==> src/rtl/shift_add_multiplier.sv <==
// shift_add_multiplier
// Sequential unsigned shift-and-add multiplier. One BITS-wide ripple-carry
// adder is reused over BITS iterations to build a 2*BITS-bit product.
// Handshake: start_in is accepted only while ready_out is high; done_out
// pulses for one cycle when product_out has been updated.
// Optional feature macro: MULTIPLIER_ABORT_EN adds abort_in, which returns
// the engine to IDLE from RUN or DONE and blocks acceptance in IDLE.

module shift_add_multiplier #(
    parameter int BITS = 16
) (
    input  logic                clk_in,
    input  logic                rst_n_in,
    input  logic                start_in,
`ifdef MULTIPLIER_ABORT_EN
    input  logic                abort_in,
`endif
    input  logic [BITS-1:0]     a_in,
    input  logic [BITS-1:0]     b_in,
    output logic                ready_out,
    output logic                done_out,
    output logic [2*BITS-1:0]   product_out
);

    localparam int CNT_W = $clog2(BITS + 1);

    localparam logic [1:0] IDLE = 2'd0;
    localparam logic [1:0] RUN  = 2'd1;
    localparam logic [1:0] DONE = 2'd2;

    // Explicit ripple-carry chain; returns {carry_out, sum}.
    function automatic logic [BITS:0] ripple_add(input logic [BITS-1:0] x,
                                                 input logic [BITS-1:0] y);
        logic [BITS-1:0] s;
        logic            c;
        c = 1'b0;
        for (int i = 0; i < BITS; i++) begin
            s[i] = x[i] ^ y[i] ^ c;
            c    = (x[i] & y[i]) | (x[i] & c) | (y[i] & c);
        end
        return {c, s};
    endfunction

    logic [1:0]          state;
    logic [BITS-1:0]     m;
    logic [BITS-1:0]     acc;
    logic [BITS-1:0]     q;
    logic [CNT_W-1:0]    cnt;

    logic                abort;
    logic [BITS-1:0]     addend;
    logic [BITS:0]       sum_c;
    logic [2*BITS-1:0]   shifted;

`ifdef MULTIPLIER_ABORT_EN
    assign abort = abort_in;
`else
    assign abort = 1'b0;
`endif

    // The single shared adder: ACC plus (Q[0] ? M : 0), carry-in zero.
    assign addend  = q[0] ? m : '0;
    assign sum_c   = ripple_add(acc, addend);

    // Carry-out is kept as the new MSB while the pair shifts right by one.
    assign shifted = {sum_c, q[BITS-1:1]};

    // Handshake outputs are pure decodes of the state register.
    assign ready_out = (state == IDLE);
    assign done_out  = (state == DONE);

    // Control and datapath registers; reset discards any multiply in flight.
    always_ff @(posedge clk_in or negedge rst_n_in) begin
        if (!rst_n_in) begin
            state       <= IDLE;
            m           <= '0;
            acc         <= '0;
            q           <= '0;
            cnt         <= '0;
            product_out <= '0;
        end else begin
            case (state)
                IDLE: begin
                    // Abort has priority over a simultaneous start.
                    if (start_in && !abort) begin
                        m     <= a_in;
                        q     <= b_in;
                        acc   <= '0;
                        cnt   <= CNT_W'(BITS);
                        state <= RUN;
                    end
                end
                RUN: begin
                    if (abort) begin
                        // product_out keeps the last completed result.
                        state <= IDLE;
                    end else begin
                        {acc, q} <= shifted;
                        cnt      <= cnt - 1'b1;
                        if (cnt == CNT_W'(1)) begin
                            product_out <= shifted;
                            state       <= DONE;
                        end
                    end
                end
                DONE: begin
                    // One-cycle completion pulse; start_in is ignored here.
                    state <= IDLE;
                end
                default: begin
                    state <= IDLE;
                end
            endcase
        end
    end

endmodule

==> config.mk <==
export PLATFORM = sky130hd
export DESIGN_NAME = shift_add_multiplier
export DESIGN_NICKNAME = d
export VERILOG_FILES = /design/src/rtl/shift_add_multiplier.sv
export SDC_FILE = /design/constraint.sdc
export NUM_CORES = 1
export LEC_CHECK = 0
export CORE_MARGIN = 3
export CORE_UTILIZATION = 30
export DETAILED_ROUTE_END_ITERATION = 10
export PLACE_DENSITY_LB_ADDON = 0.25
export SLEW_MARGIN = 20
export SYNTH_ARGS = -nofsm -noshare
export SYNTH_HDL_FRONTEND = slang
export SYNTH_SLANG_ARGS = --single-unit
==> constraint.sdc <==
create_clock -name clk_in -period 8.7 [get_ports clk_in]
set_input_delay 1.74 -clock clk_in [delete_from_list [all_inputs] [get_ports clk_in]]
set_output_delay 1.74 -clock clk_in [all_outputs]
set_load 0.05 [all_outputs]
==> reports/results.tsv <==
stage	metric	value	unit
outcome	status	completed	
cells_and_area	Non-Filler Instances	599	
drt	Via density	4.43	
yosys	Seq cells post-synth	87	
worst_setup_path	CP Capture Type	register	
power_and_ir_drop	Reg power frac	0.349	
cells_and_area	post-route cell area	5140	um^2
yosys	register area share after synthesis	0.546	
yosys	largest family of logic cells by synthesized area	simple AND/OR/NAND/NOR gates	
power_and_ir_drop	leakage dissipation	2.42	nW
yosys	Synth Area in Simple Gates	0.141	
power_and_ir_drop	Clk pwr share	0.218	
yosys	count leader, synth	nand2_1	
power_and_ir_drop	switching share of power	0.405	
yosys	EDFF count, synth	0	
die	Core Rows	41	
cells_and_area	ANT cells	0	
cells_and_area	Filler Cells Inserted	1288	
clock_network	Root Driver	clkbuf_16	
die	Die X-Extent	121	um
yosys	ys async rst share	1.00	
grt	global-route wire length before repair	13900	um
yosys	cell count after synthesis	359	
power_and_ir_drop	PnR Total Power	2.04	mW
yosys	distinct cell type count after synthesis	29	
cells_and_area	area grow syn2layout	28.9	%
clock_network	TritonCTS clock tree	built	
timing	RSZ-0062 raised after global routing	no	
drt	Vias	2652	
placed_design	Post-Place Cell Area	4790	um^2
yosys	Post-Synth XOR/XNOR Area	0	
timing	Highest Clock Rate	143	MHz
clock_network	Sink Count	87	
power_and_ir_drop	switching pwr	828	uW
placed_design	post-place setup slack	1.59	ns
yosys	Yosys warning count	0	
clock_network	clock transition at the registers of the reported paths	0.06	ns
power_and_ir_drop	PD cells	398	nW/um^2
timing	Hold Vio Cnt, Final	0	
cells_and_area	nets	475	
power_and_ir_drop	Peak VDD IR	0.159	mV
worst_setup_path	CP arrival	7.21	ns
die	Initial Utilization	0.311	
grt	largest net degree at the start of global routing	58	
drt	drt pass-1 iters	4	
timing	Final Max Tran Viols	0	
job	maxcap violations	0	
yosys	synth cell count leaders	97 x nand2_1, 87 x dfrtp_1, 35 x inv_1	
yosys	mux share of post-synthesis cell area	0.104	
die	die height	121	um
yosys	Area contributors post-synth	dfrtp_1 55%, nand2_1 9.1%, fa_1 7.5%	
worst_setup_path	reg2reg start	q[0]	
placed_design	Detailed Place HPWL	5450	um
cells_and_area	fraction of layout cells with a size suffix above 1	0.101	
drt	WL/cell	13.9	um
hold_path	Hold Path Origin	m[1]	
clock_network	Clock Tree Buf Depth	2	
clock_network	Post CTS Setup Buffer Count	0	
power_and_ir_drop	combinational group share of total power	0.432	
placed_design	input/output buffers	68	
yosys	Mapped Area	3980	um^2
clock_network	worst-skew pair later-pin latency	0.33	ns
worst_setup_path	crit path kind	reg -> reg	
timing	Final period util	0.806	
timing	Fin Clk Skew	0.00437	ns
grt	total congestion overflow	0	
clock_network	total CTS buffers	9	
power_and_ir_drop	Pint	1.22	mW
worst_setup_path	critical path fanouts, max	17	
yosys	syn_nets	412	
drt	# DRC	0	
yosys	Synth area leader	dfrtp_1	
timing	final setup margin	1.68	ns
hold_path	worst min-delay path category	reg -> reg	
grt	vias in the first global route	2794	
timing	Period minus WS final	7.02	ns
clock_network	# hold bufs at CTS	0	
yosys	top cell type's share of synthesized area	0.546	
placed_design	Post-Place Cells	583	
timing	Fin Setup TNS	0	ns
yosys	syn_area_per_cell	11.1	um^2
timing	final setup fails	0	
clock_network	H-tree Lvls	3	
cells_and_area	final core occ	0.400	
drt	Antenna Nets Post-Route	0	
drt	final wirelength	8350	um
yosys	post-synthesis adder-cell area fraction	0.0848	
timing	Min Hold Slack	0.478	ns
worst_setup_path	Critical Path RT	8.89	ns
die	core footprint	12800	um^2
clock_network	post-CTS sizing	0	
yosys	Primary FF master, synth	dfrtp_1	
worst_setup_path	type of origin of the critical path	register	
placed_design	GP Congestion	0.734	
timing	worst slew pin tran	0.765	ns
die	Ports	69	
yosys	post-synthesis compound-gate area fraction	0.0587	
drt	initial DRC count	118	
grt	Total Routing Usage GR	0.121	
timing	worst rel slew slack	0.490	
die	Die Area	14700	um^2
worst_setup_path	Crit. Startpoint	q[0]	
grt	initial antenna violation count	0	
-- power by group through the flow --
stage	logic, mW	clock network, mW	registers [mW]
detailed placement	0.898	0	0.724
finish	0.884	0.446	0.714
floorplan	0.426	0	0.915
CTS	0.902	0.459	0.718
global route	0.978	0.476	0.744
global placement	0.887	0	0.719
-- registers in the layout, summed over array words and instances, names as in the netlist --
register,cells
acc,16
q,16
state,2
product_out,32
m,16
cnt,5
-- cells in the final DEF, fill, tap and decap left out, types with 2 or more instances in the layout --
master,instances
dfrtp_1,87
nor2_1,2
nand3_1,17
mux2_4,14
mux2i_1,17
ha_1,3
inv_1,35
nand2_1,97
mux2_2,3
clkdlybuf4s50_1,67
a22oi_1,16
nor2b_1,2
clkinv_4,3
fa_1,15
clkbuf_16,9
o21ai_1,2
bufinv_16,3
o21ai_0,17
and2_1,2
buf_4,5
-- per-layer routing --
layer | global-route usage | wire (um)
met1 | 0.161 | 3930
met2 | 0.195 | 3940
met3 | 0.0336 | 373
met4 | 0.0364 | 114
met5 | 0 | 0
-- final cells by class --
class	count	area, um^2	share of cell area
clock buffer	9	225	0.0438
multi-input combinational	217	1560	0.303
clock inverter	7	121	0.0236
timing repair buffer	72	708	0.138
sequential	87	2180	0.424
inverter	35	131	0.0256
tap	172	215	0.0419
-- kinds of logic (layout without fill, tap and decap cells) --
family | Yosys count | count (layout)
adder cells (fa/ha/maj) | 18 | 18
buffers and inverters | 55 | 123
AND/OR/NAND/NOR | 128 | 128
AO/OA/AOI/OAI | 37 | 37
flip-flops | 87 | 87
multiplexers | 34 | 34
-- final timing paths --
kind	to	slack (ns)	depth (start not counted)
setup reg to reg	product_out[30]	1.68	21
max in group asynchronous	acc[9]	6.28	2
setup / recovery	product_out[30]	1.68	21
hold reg to reg	m[1]	0.48	2
hold / removal	m[1]	0.48	2
min in group asynchronous	product_out[11]	1.33	1
-- worst max-delay path, cell delays in order, from the launching register on --
cell,delay (ns)
dfrtp_1,0.65
and2_1,0.21
ha_1,0.14
inv_1,0.05
fa_1,0.35
inv_1,0.07
fa_1,0.16
inv_1,0.05
fa_1,0.37
fa_1,0.39
fa_1,0.39
fa_1,0.38
fa_1,0.39
fa_1,0.39
fa_1,0.38
fa_1,0.39
fa_1,0.38
fa_1,0.40
fa_1,0.40
fa_1,0.39
fa_1,0.51
mux2i_1,0.07
Note: power is estimated with default switching activity, not from simulation.
==> RTL edit (same settings) <==
The parameter `BITS` goes from 16 to 8.
--- a/src/rtl/shift_add_multiplier.sv
+++ b/src/rtl/shift_add_multiplier.sv
@@ -9,3 +9,3 @@
 module shift_add_multiplier #(
-    parameter int BITS = 16
+    parameter int BITS = 8
 ) (
Interface: changed (resized a_in, b_in and product_out); port bits go from 69 to 37. The function was not compared with the original's and may differ.
==> RTL edit against the unedited design <==
Combinational power shrank 46%. Synthesized area shrank 48%. Critical path depth shrank 8. Sequential cell count shrank 41. Clock skew grew 6.1 ps. Routed wire length shrank 52%. Sequential share of layout area grew 1.8 points. Power shrank 52%. First-iteration DRC count shrank 11%. Setup slack gained 3300 ps. Final area shrank 49%.
==> RTL edit: results (changes against the unedited design) <==
Clock transition at path regs=80 ps (+20 ps); DR WL/cell=13.9 um (about the same); top cells by count, synth=dfrtp_1 (46), nand2_1 (32), inv_1 (19); area taken by multi-input logic gates=817 um^2 (-48%); outcome=finished clean; hold path endpoint=m[2]$_DFFE_PN0P_; NonClk Buf Share=14.3% (+0.53 points); GP Congestion=0.735 (+0.11%); CP max stage delay=510 ps (-140 ps); Worst EP arrival=3850 ps (-3360 ps); pre-CTS WS=5010 ps (+3430 ps); Clock-cell share=3.65% (-3.1 points); P_leak=0.00118 uW (-51%); syn_nets=203 (-51%); CTS root buf=clkbuf_8; sequential area share after synthesis=55.4% (+0.71 points); M3 GR Usage=3.32% (-0.039 points); DR iter-0 viols=105 (-11%); share of cells above drive strength 1=15.1% (+5.0 points); crit-path max FO=9 (-8); hold_sp=m[2]$_DFFE_PN0P_; vias in the first global route=1297 (-54%); met2 routed WL=1930 um (-51%); CLK BUF=6 (-3); largest net degree at the start of global routing=47 (-19%); Peak supply drop=0.119 mV (-25%); Nets=240 (-49%); hold path depth=1 (-1)
## RTL edit: worst max-delay path by stage
stage | startpoint | to | slack [ps] | cells past startpoint
final | q[0]$_DFFE_PN0P_ | acc[6]$_DFFE_PN0P_ | 5010 | 13
after global routing | q[0]$_DFFE_PN0P_ | acc[6]$_DFFE_PN0P_ | 4830 | 13
after CTS | q[0]$_DFFE_PN0P_ | acc[6]$_DFFE_PN0P_ | 4990 | 13
after detailed placement | q[0]$_DFFE_PN0P_ | acc[6]$_DFFE_PN0P_ | 5010 | 13
after global placement | q[0]$_DFFE_PN0P_ | acc[6]$_DFFE_PN0P_ | 5040 | 13
after floorplan | q[0]$_DFFE_PN0P_ | acc[6]$_DFFE_PN0P_ | 5050 | 14
## RTL edit: logic make-up (layout without fill, tap and decap cells)
kind of cell	after synthesis	in the layout	share of synthesized area [%]
flip-flops	46	46	55.4
AND/OR/NAND/NOR	44	44	10.0
AO/OA/AOI/OAI	23	23	7.52
buffers and inverters	27	65	5.60
multiplexers	24	24	12.9
adder cells (fa/ha/maj)	10	10	8.54
## RTL edit: power groups by stage
stage          Sequential [uW]  Combinational [uW]  Clock, uW
2_1_floorplan              470                 243          0
3_3_place_gp               380                 479          0
3_5_place_dp               381                 483          0
4_1_cts                    378                 483        141
5_1_grt                    391                 522        152
6_report                   376                 474        138
## RTL edit: metrics by stage
step	power, uW	instance area (um^2)	hold WS, ps	utilization [%]	instances
6_report	988	2600	508	39.9	289
5_1_grt	1060	2600	530	39.9	289
4_1_cts	1000	2600	511	39.8	289
3_5_place_dp	864	2510	491	38.4	281
3_3_place_gp	858	2510	487	38.4	281
2_1_floorplan	713	2080	464	-	174
